## config.mk

```make
export PLATFORM = sky130hd
export DESIGN_NAME = sliding_window_buffer_flat
export DESIGN_NICKNAME = d
export VERILOG_FILES = /design/src/rtl/gradient_pkg.sv /design/src/rtl/sliding_window_buffer_if.sv /design/src/rtl/line_buffer.sv /design/src/rtl/sliding_window_buffer.sv /design/src/flat_wrapper.sv
export SDC_FILE = /design/constraint.sdc
export NUM_CORES = 1
export LEC_CHECK = 0
export ABC_AREA = 1
export CORE_MARGIN = 5
export CORE_UTILIZATION = 40
export CTS_BUF_LIST = sky130_fd_sc_hd__clkbuf_2 sky130_fd_sc_hd__clkbuf_4 sky130_fd_sc_hd__clkbuf_8
export DETAILED_ROUTE_END_ITERATION = 8
export HOLD_SLACK_MARGIN = 0.15
export SETUP_SLACK_MARGIN = 0.5
export SLEW_MARGIN = 20
export SYNTH_ARGS = -nofsm -noshare
export SYNTH_HDL_FRONTEND = slang
export SYNTH_SLANG_ARGS = --single-unit
```

## constraint.sdc

```tcl
create_clock -name i_clk -period 5.5 [get_ports i_clk]
set_clock_uncertainty 0.05 [all_clocks]
set_input_delay 0.825 -clock i_clk [delete_from_list [all_inputs] [get_ports i_clk]]
set_output_delay 0.825 -clock i_clk [all_outputs]
set_load 0.01 [all_outputs]
```

## src/rtl/gradient_pkg.sv

```systemverilog
// Shared types and default geometry for the gradient pipeline (window buffer, Gx/Gy stage).
package gradient_pkg;

    localparam int unsigned DEF_DATA_WIDTH   = 8;
    localparam int unsigned DEF_KERNEL_SIZE  = 5;
    localparam int unsigned DEF_IMAGE_WIDTH  = 10;
    localparam int unsigned DEF_IMAGE_HEIGHT = 10;

    typedef logic [DEF_DATA_WIDTH-1:0] pixel_t;
    typedef pixel_t [0:DEF_KERNEL_SIZE-1][0:DEF_KERNEL_SIZE-1] window_t;

    typedef enum logic {
        IDLE,
        ACTIVE
    } state_e;

endpackage

```

## src/rtl/sliding_window_buffer_if.sv

```systemverilog
// Pixel-stream in / window-stream out bundle of the sliding window buffer.
interface sliding_window_buffer_if
    import gradient_pkg::*;
#(
    parameter int unsigned DATA_WIDTH  = DEF_DATA_WIDTH,
    parameter int unsigned KERNEL_SIZE = DEF_KERNEL_SIZE
);

    logic [DATA_WIDTH-1:0] i_pixel;
    logic                  i_data_valid;
    logic                  i_start_of_frame;

    logic [0:KERNEL_SIZE-1][0:KERNEL_SIZE-1][DATA_WIDTH-1:0] o_image_kernel_buffer;
    logic                  o_data_valid;
    logic                  o_start_of_frame;
    logic                  o_frame_error;

    // The buffer itself is the slave; the pixel source / window sink is the master.
    modport slave (
        input  i_pixel,
        input  i_data_valid,
        input  i_start_of_frame,
        output o_image_kernel_buffer,
        output o_data_valid,
        output o_start_of_frame,
        output o_frame_error
    );

    modport master (
        output i_pixel,
        output i_data_valid,
        output i_start_of_frame,
        input  o_image_kernel_buffer,
        input  o_data_valid,
        input  o_start_of_frame,
        input  o_frame_error
    );

endinterface

```

## src/rtl/line_buffer.sv

```systemverilog
// One image line of storage: asynchronous read, synchronous write, no reset.
module line_buffer #(
    parameter int unsigned DataWidth = 8,
    parameter int unsigned Depth     = 10,
    parameter int unsigned AddrWidth = 4
) (
    input  logic                 clk_i,
    input  logic                 we_i,
    input  logic [AddrWidth-1:0] addr_i,
    input  logic [DataWidth-1:0] wdata_i,
    output logic [DataWidth-1:0] rdata_o
);

    logic [DataWidth-1:0] mem_q [Depth];

    always_ff @(posedge clk_i) begin
        if (we_i) begin
            mem_q[addr_i] <= wdata_i;
        end
    end

    assign rdata_o = mem_q[addr_i];

endmodule

```

## src/rtl/sliding_window_buffer.sv

```systemverilog
// Turns a raster pixel stream into KERNEL_SIZE x KERNEL_SIZE windows using KERNEL_SIZE-1
// line buffers and a window shift register; one cycle from accepted pixel to window.
module sliding_window_buffer
    import gradient_pkg::*;
#(
    parameter int unsigned DATA_WIDTH   = DEF_DATA_WIDTH,
    parameter int unsigned KERNEL_SIZE  = DEF_KERNEL_SIZE,
    parameter int unsigned IMAGE_WIDTH  = DEF_IMAGE_WIDTH,
    parameter int unsigned IMAGE_HEIGHT = DEF_IMAGE_HEIGHT
) (
    input  logic                     i_clk,
    input  logic                     i_aresetn,
    sliding_window_buffer_if.slave   win_io
);

    localparam int unsigned ColW = (IMAGE_WIDTH > 1) ? $clog2(IMAGE_WIDTH) : 1;
    localparam int unsigned RowW = (IMAGE_HEIGHT > 1) ? $clog2(IMAGE_HEIGHT) : 1;
    localparam int unsigned K    = KERNEL_SIZE;

    localparam logic [ColW-1:0] ColLast  = ColW'(IMAGE_WIDTH - 1);
    localparam logic [RowW-1:0] RowLast  = RowW'(IMAGE_HEIGHT - 1);
    localparam logic [ColW-1:0] ColFirst = ColW'(K - 1);
    localparam logic [RowW-1:0] RowFirst = RowW'(K - 1);

    typedef logic [0:K-1][0:K-1][DATA_WIDTH-1:0] win_t;

    state_e          state_q;
    logic [ColW-1:0] col_q;
    logic [RowW-1:0] row_q;
    win_t            win_q;
    win_t            win_d;
    logic            valid_q;
    logic            sof_q;
    logic            err_q;

    logic            sof_in;
    logic            accept;
    logic [ColW-1:0] x;
    logic [RowW-1:0] y;

    logic [DATA_WIDTH-1:0] lb_rd [K-1];
    logic [DATA_WIDTH-1:0] lb_wr [K-1];

    // A valid SOF always restarts at (0,0), whatever the current position.
    always_comb begin
        sof_in = win_io.i_data_valid && win_io.i_start_of_frame;
        accept = win_io.i_data_valid && ((state_q == ACTIVE) || win_io.i_start_of_frame);
        x      = sof_in ? '0 : col_q;
        y      = sof_in ? '0 : row_q;
    end

    for (genvar k = 0; k < K - 1; k++) begin : g_lb
        if (k == K - 2) begin : g_newest
            assign lb_wr[k] = win_io.i_pixel;
        end else begin : g_older
            assign lb_wr[k] = lb_rd[k+1];
        end

        line_buffer #(
            .DataWidth (DATA_WIDTH),
            .Depth     (IMAGE_WIDTH),
            .AddrWidth (ColW)
        ) u_line_buffer (
            .clk_i   (i_clk),
            .we_i    (accept),
            .addr_i  (x),
            .wdata_i (lb_wr[k]),
            .rdata_o (lb_rd[k])
        );
    end

    always_comb begin
        win_d = win_q;
        for (int r = 0; r < K; r++) begin
            for (int c = 0; c < K - 1; c++) begin
                win_d[r][c] = win_q[r][c+1];
            end
        end
        for (int r = 0; r < K - 1; r++) begin
            win_d[r][K-1] = lb_rd[r];
        end
        win_d[K-1][K-1] = win_io.i_pixel;
    end

    always_ff @(posedge i_clk) begin
        if (!i_aresetn) begin
            state_q <= IDLE;
            col_q   <= '0;
            row_q   <= '0;
            win_q   <= '0;
            valid_q <= 1'b0;
            sof_q   <= 1'b0;
            err_q   <= 1'b0;
        end else begin
            valid_q <= accept && (x >= ColFirst) && (y >= RowFirst);
            sof_q   <= accept && (x == ColFirst) && (y == RowFirst);
            err_q   <= sof_in && (state_q == ACTIVE);
            if (accept) begin
                win_q <= win_d;
                if (x == ColLast) begin
                    col_q <= '0;
                    if (y == RowLast) begin
                        row_q   <= '0;
                        state_q <= IDLE;
                    end else begin
                        row_q   <= y + 1'b1;
                        state_q <= ACTIVE;
                    end
                end else begin
                    col_q   <= x + 1'b1;
                    row_q   <= y;
                    state_q <= ACTIVE;
                end
            end
        end
    end

    assign win_io.o_image_kernel_buffer = win_q;
    assign win_io.o_data_valid          = valid_q;
    assign win_io.o_start_of_frame      = sof_q;
    assign win_io.o_frame_error         = err_q;

endmodule

```

## src/flat_wrapper.sv

```systemverilog
// flat-port wrapper written by rule: the top's interface ports become plain ports
module sliding_window_buffer_flat import gradient_pkg::*;
#(
    parameter int unsigned DATA_WIDTH   = DEF_DATA_WIDTH,
    parameter int unsigned KERNEL_SIZE  = DEF_KERNEL_SIZE,
    parameter int unsigned IMAGE_WIDTH  = DEF_IMAGE_WIDTH,
    parameter int unsigned IMAGE_HEIGHT = DEF_IMAGE_HEIGHT
)
  (i_clk, i_aresetn, win_io_i_pixel, win_io_i_data_valid, win_io_i_start_of_frame, win_io_o_image_kernel_buffer, win_io_o_data_valid, win_io_o_start_of_frame, win_io_o_frame_error);
  sliding_window_buffer_if #(.DATA_WIDTH(DATA_WIDTH), .KERNEL_SIZE(KERNEL_SIZE)) win_io_i ();
  input  logic i_clk;
  input  logic i_aresetn;
  input wire logic [$bits(win_io_i.i_pixel)-1:0] win_io_i_pixel;
  input wire logic [$bits(win_io_i.i_data_valid)-1:0] win_io_i_data_valid;
  input wire logic [$bits(win_io_i.i_start_of_frame)-1:0] win_io_i_start_of_frame;
  output wire logic [$bits(win_io_i.o_image_kernel_buffer)-1:0] win_io_o_image_kernel_buffer;
  output wire logic [$bits(win_io_i.o_data_valid)-1:0] win_io_o_data_valid;
  output wire logic [$bits(win_io_i.o_start_of_frame)-1:0] win_io_o_start_of_frame;
  output wire logic [$bits(win_io_i.o_frame_error)-1:0] win_io_o_frame_error;
  assign win_io_i.i_pixel = win_io_i_pixel;
  assign win_io_i.i_data_valid = win_io_i_data_valid;
  assign win_io_i.i_start_of_frame = win_io_i_start_of_frame;
  assign win_io_o_image_kernel_buffer = win_io_i.o_image_kernel_buffer;
  assign win_io_o_data_valid = win_io_i.o_data_valid;
  assign win_io_o_start_of_frame = win_io_i.o_start_of_frame;
  assign win_io_o_frame_error = win_io_i.o_frame_error;
  sliding_window_buffer #(.DATA_WIDTH(DATA_WIDTH), .KERNEL_SIZE(KERNEL_SIZE), .IMAGE_WIDTH(IMAGE_WIDTH), .IMAGE_HEIGHT(IMAGE_HEIGHT)) u_core (.i_clk(i_clk), .i_aresetn(i_aresetn), .win_io(win_io_i));
endmodule
```

After elaboration in Yosys (flattened, before gate mapping). Memories as Yosys holds them, arrays and structs flattened. A register that Yosys moved wholly into a read port is not among the register bits. Index checks and enable logic that the tools add are counted.

Add/subtract/negate cells: 2. Magnitude comparators: 2. Equality and inequality tests: 4. Mux-type cells: 9. Reduce and logical (&&, ||, !) cells: 9.

Operators by type and width (count): $mux W4 (5); $add A4 B1 Y4 const B (2); $eq A4 B3 Y1 const B (2); $eq A4 B4 Y1 const B (2); $ge A4 B3 Y1 const B (2); $logic_and A1 B1 Y1 (7); $mux W1 (4); $logic_not A1 Y1 (1); $logic_or A1 B1 Y1 (1).

Register bits after elaboration: 204. Bits in writable memories: 320. Input bits: 12. Output and inout port bits: 203. Logic and storage cells: 60. Memories kept: 4.

Memory list: u_core.g_lb[0].u_line_buffer.mem_q (words 10, width 8, rd ports 1, clocked after memory_dff 1, write ports 1, RTL line line_buffer.sv:14) `logic [DataWidth-1:0] mem_q [Depth];`; u_core.g_lb[1].u_line_buffer.mem_q (words 10, width 8, rd ports 1, clocked after memory_dff 0, write ports 1, RTL line line_buffer.sv:14); u_core.g_lb[2].u_line_buffer.mem_q (words 10, width 8, rd ports 1, clocked after memory_dff 0, write ports 1, RTL line line_buffer.sv:14); u_core.g_lb[3].u_line_buffer.mem_q (words 10, width 8, rd ports 1, clocked after memory_dff 0, write ports 1, RTL line line_buffer.sv:14).

Longest topological paths before layout.
Depth in word-level cells: 5. Depth in mapped cells: 12. Depth with buffers taken out: 11.

By module. A second synthesis with hierarchy kept.

Cells, all modules: 2016. Area total of the unflattened synthesis: 20907.6 sq um.

By module, submodules not included: line_buffer (instances 4, cells an instance 308, area an instance 3358.2 sq um); sliding_window_buffer (instances 1, cells an instance 784, area an instance 7474.7 sq um).

Worst setup path before layout. Ideal clock, no wire load.

Path type: in2reg. Start point: input win_io_i_data_valid. End point: memory u_core.g_lb[0].u_line_buffer.mem_q[6][0] (enable). Library setup time: 461 ps. Data arrival time: 3714 ps. Data required time: 4989 ps. Setup slack: 1275 ps. Cell stages on the path: 8. Path buffers: 1. Cell sequence: nand2_4 > inv_2 > nor2_4 > inv_2 > nor2_2 > buf_4 > inv_2 > nor3_1.

Longest elaborated chain between the ends: 3.

Ends and longest elaborated chain: start: declaration (RTL line flat_wrapper.sv:14) `input wire logic [$bits(win_io_i.i_data_valid)-1:0] win_io_i_data_valid;`; $logic_and A1 B1 Y1 (RTL line sliding_window_buffer.sv:47) `accept = win_io.i_data_valid && ((state_q == ACTIVE) || win_io.i_start_of_frame);`; $mux W1 (RTL line line_buffer.sv:17) `if (we_i) begin`; $mux W1 (implied by the code) (RTL line line_buffer.sv:18) `mem_q[addr_i] <= wdata_i;`; end: declaration (RTL line line_buffer.sv:14).

Several ways; a longest one is shown, not always the timed one.

Worst setup path in the final report.
Start point: input win_io_i_data_valid. End point: register u_core.win_q (netlist bit u_core.win_io.o_image_kernel_buffer[46]).

Longest elaborated chain between the ends: 3.

Ends and longest elaborated chain: $logic_and A1 B1 Y1 (RTL line sliding_window_buffer.sv:46) `sof_in = win_io.i_data_valid && win_io.i_start_of_frame;`; $mux W4 (RTL line sliding_window_buffer.sv:48) `x = sof_in ? '0 : col_q;`; $mem_v2 Z10 W8; named net u_core.g_lb[2].u_line_buffer.wdata_i[6] (RTL line line_buffer.sv:10) `input logic [DataWidth-1:0] wdata_i,`; end signal: assignment (RTL line sliding_window_buffer.sv:99) `win_q <= win_d;`; end: declaration (RTL line sliding_window_buffer.sv:30) `win_t win_q;`.

The timed path passes the listed nets, and every way through them passes these cells. A chain may end at the register's enable or synchronous reset.

==> flow_metrics.env <==
export IMPL_grt_max_degree=177
export IMPL_ys_async_sr_fraction=0
export IMPL_dr_first_iter_drc_count=1101
export IMPL_crit_buf_inv=3
export IMPL_clk_pin_slew_ns=0.06
export IMPL_layout_nets=2323
export IMPL_clock_path_buffers=3
export IMPL_dpl_hpwl_um=33010
export IMPL_crit_fanout=46
export IMPL_clkSinkCount=532
export IMPL_row_count=83
export IMPL_relSlewSlack=0.3437
export IMPL_drc=0
export IMPL_synth_seq_area_share=0.6750
export IMPL_io_buffers=214
export IMPL_clk_latency_ns=0.66
export IMPL_ant_nets=0
export IMPL_period_minus_slack_ns=3.792
export IMPL_synth_edff_count=320
export IMPL_drive_gt1_frac=0.08239
export IMPL_antenna_found_initial=2
export IMPL_worstReg2RegEnd="u_core.g_lb[0].u_line_buffer.mem_q[9][7]$_DFFE_PP_"
export IMPL_htree_num_levels=3
export IMPL_drv_slew=0
export IMPL_holdBufCountCts=0
export IMPL_cts_resized=0
export IMPL_grt_pass1_vias=15190
export IMPL_slowest_delay_ns=0.87
export IMPL_start_kind="primary input"
export IMPL_rsz0062_at_grt="false"
export IMPL_routabilityCongestion=0.8499
export IMPL_power_w=0.009209
export IMPL_maxCapViolCount=0
export IMPL_netlist_area_sq_mm=0.02052
export IMPL_fill_cells=4697
export IMPL_crit_required_ns=6.02
export IMPL_setup_viol=0
export IMPL_synth_ff_type="edfxtp_1"
export IMPL_reg2reg_slack_ns=1.93
export IMPL_synth_fp_nets=2126
export IMPL_start_util=0.4017
export IMPL_grt_pass1_wl_um=89150
export IMPL_powerDensity_mw_per_mm2=368.1
export IMPL_hp_class="register to register"
export IMPL_cts_root_buf="clkbuf_8"
export IMPL_fin_crit_sh=0.6895
export IMPL_wl_per_cell_um=18.82
export IMPL_dr_pass1_iters=5
export IMPL_vdd_drop_max_mv=0.2541
export IMPL_fp_dieW_um=236.5
export IMPL_min_from="u_core.state_q$_SDFFE_PN0P_"
export IMPL_io_pins=215
export IMPL_ys_types=25
export IMPL_r2r_start="u_core.col_q[0]$_SDFFE_PN0P_"
export IMPL_vias_per_cell=5.032
export IMPL_cts_made_buffers=83
export IMPL_arrival_ns=4.32
export IMPL_finalWirelength_um=57590
export IMPL_cts_tree="done"
export IMPL_ff2ff_path_depth=6
export IMPL_crit_type="primary input to register"
export IMPL_hold_end="u_core.win_io.o_frame_error$_SDFF_PN0_"
export IMPL_final_hold_violation_count=0
export IMPL_crit_family="simple AND/OR/NAND/NOR gates"
export IMPL_yosys_warnings=0
export IMPL_syn_avg_cell_area_sq_um=9.709
export IMPL_status="finished clean"
export IMPL_coreArea_sq_mm=0.05109
export IMPL_area_delta_synth_final_pct=21.90
export IMPL_path_common_cell="nand2_1"
export IMPL_gr_total_overflow=0
export IMPL_die_area_sq_mm=0.05594
export IMPL_ys_ff_latch=532
export IMPL_finalSetupTns_ns=0
export IMPL_syn_inst=2114
export IMPL_vias=15400
export IMPL_cp_end_kind="register"
export IMPL_cp_cell_sequence="clkdlybuf4s50_1, nand2_4, nand2_2, inv_2, buf_4, nand2_1, nand2_1, nand2_1, nand3_1, nor2_1, nor2_1"
export IMPL_track_usage=0.2000
export IMPL_clock_fmax_mhz=263.7
export IMPL_worstMarginPinSlew_ns=0.9844
export IMPL_leakagePower_nw=9.977
export IMPL_dieHeight_um=236.5
export IMPL_crit_path_top_delay_cell="inv_2"
export IMPL_postCtsSetupRepairBufs=0
export IMPL_hold_path_depth=2
metal layers:
| layer | GRT usage | wire length [um] | up-vias |
|---|---|---|---|
| met5 | 0 | 0 | - |
| met4 | 0.06682 | 1390 | 0 |
| met3 | 0.05590 | 4562 | 97 |
| met1 | 0.2720 | 25290 | 7372 |
| li1 | - | - | 7416 |
| met2 | 0.3119 | 26350 | 512 |
cell families after synthesis:
family | synth area share
compound gates | 0.06541
flops | 0.6750
buf+inv | 0.04090
simple gates | 0.2187
cells in the final DEF (no fill, tap or decap), types with 10 or more instances in the layout:
cell	Yosys	layout
clkbuf_4	0	14
nand2_1	476	476
nor2_1	483	479
edfxtp_1	320	320
nand4_1	10	10
o21ai_0	239	239
nand3_1	138	138
clkinv_2	0	14
clkbuf_8	0	95
dfxtp_1	212	211
clkinv_1	1	19
clkdlybuf4s50_1	0	213
inv_1	46	46
buf_4	15	28
a21oi_1	22	22
tightest hold or removal path: cells and delay by family (launching register included):
| family | cells | cell delay, ns |
|---|---|---|
| DFF | 1 | 0.33 |
| and+or+nand+nor | 2 | 0.09 |
where the power goes:
part	internal [W]	total (W)	switching, W
logic	0.000399	0.00104	0.000636
registers	0.00446	0.00460	0.000147
clock network	0.00202	0.00357	0.00156
worst max-delay path by stage:
stage | end | depth (start not counted) | slack [ns] | start
CTS | u_core.win_io.o_image_kernel_buffer[46]$_SDFFE_PN0P_ | 11 | 1.81 | win_io_i_data_valid
global placement | u_core.win_io.o_image_kernel_buffer[45]$_SDFFE_PN0P_ | 11 | 1.24 | win_io_i_data_valid
global route | u_core.win_io.o_image_kernel_buffer[126]$_SDFFE_PN0P_ | 11 | 1.55 | win_io_i_data_valid
finish | u_core.win_io.o_image_kernel_buffer[46]$_SDFFE_PN0P_ | 11 | 1.71 | win_io_i_data_valid
floorplan | u_core.g_lb[0].u_line_buffer.mem_q[6][0]$_DFFE_PP_ | 8 | 1.27 | win_io_i_data_valid
detailed placement | u_core.win_io.o_image_kernel_buffer[46]$_SDFFE_PN0P_ | 11 | 1.10 | win_io_i_data_valid
sequential cells by signal (all words and copies together) (netlist names):
name and count:
u_core.win_io.o_start_of_frame 1, u_core.row_q 4, u_core.win_io.o_image_kernel_buffer 200, u_core.win_io.o_data_valid 1, u_core.col_q 4, u_core.g_lb.u_line_buffer.mem_q 320
u_core.state_q 1, u_core.win_io.o_frame_error 1
synth_stat cells, types with 2 or more instances:
master,instances,share of area
nand2_2,4,0.0012
buf_1,8,0.0015
nor3_1,10,0.0024
nand4_1,10,0.0030
nand2_1,476,0.087
nand3_1,138,0.034
edfxtp_1,320,0.47
dfxtp_1,212,0.21
nor2_2,2,0.00061
buf_2,56,0.014
o21ai_1,6,0.0015
o21ai_0,239,0.058
inv_1,46,0.0084
nor2_1,483,0.088
a21oi_1,22,0.0054
nand3_2,2,0.00098
inv_2,8,0.0015
clkbuf_1,50,0.0091
buf_4,15,0.0055
buf_6,2,0.0011
area by class of cell:
cell class,instances,area (sq um),area share
clock inverters,44,389.1,0.01555
flip-flops and latches,532,13860,0.5538
repair buffers,243,2382,0.09521
multi-input cells,1396,5914,0.2364
well taps,680,850.8,0.03401
diodes,1,2.502,0.0001000
inverters,55,211.5,0.008451
clock buffers,109,1413,0.05646
stage by stage:
stage / cells / hold WS [ns] / setup slack [ns] / util / instance area [sq um]
6_report: 3060 / 0.4177 / 1.708 / 0.4897 / 25020
5_1_grt: 3060 / 0.4272 / 1.549 / 0.4897 / 25020
4_1_cts: 3059 / 0.4171 / 1.806 / 0.4896 / 25010
3_5_place_dp: 2906 / 0.4099 / 1.102 / 0.4543 / 23210
3_3_place_gp: 2906 / 0.4054 / 1.239 / 0.4543 / 23210
2_1_floorplan: 2114 / 0.3733 / 1.275 / - / 20520
(Power assumes the default switching activity.)
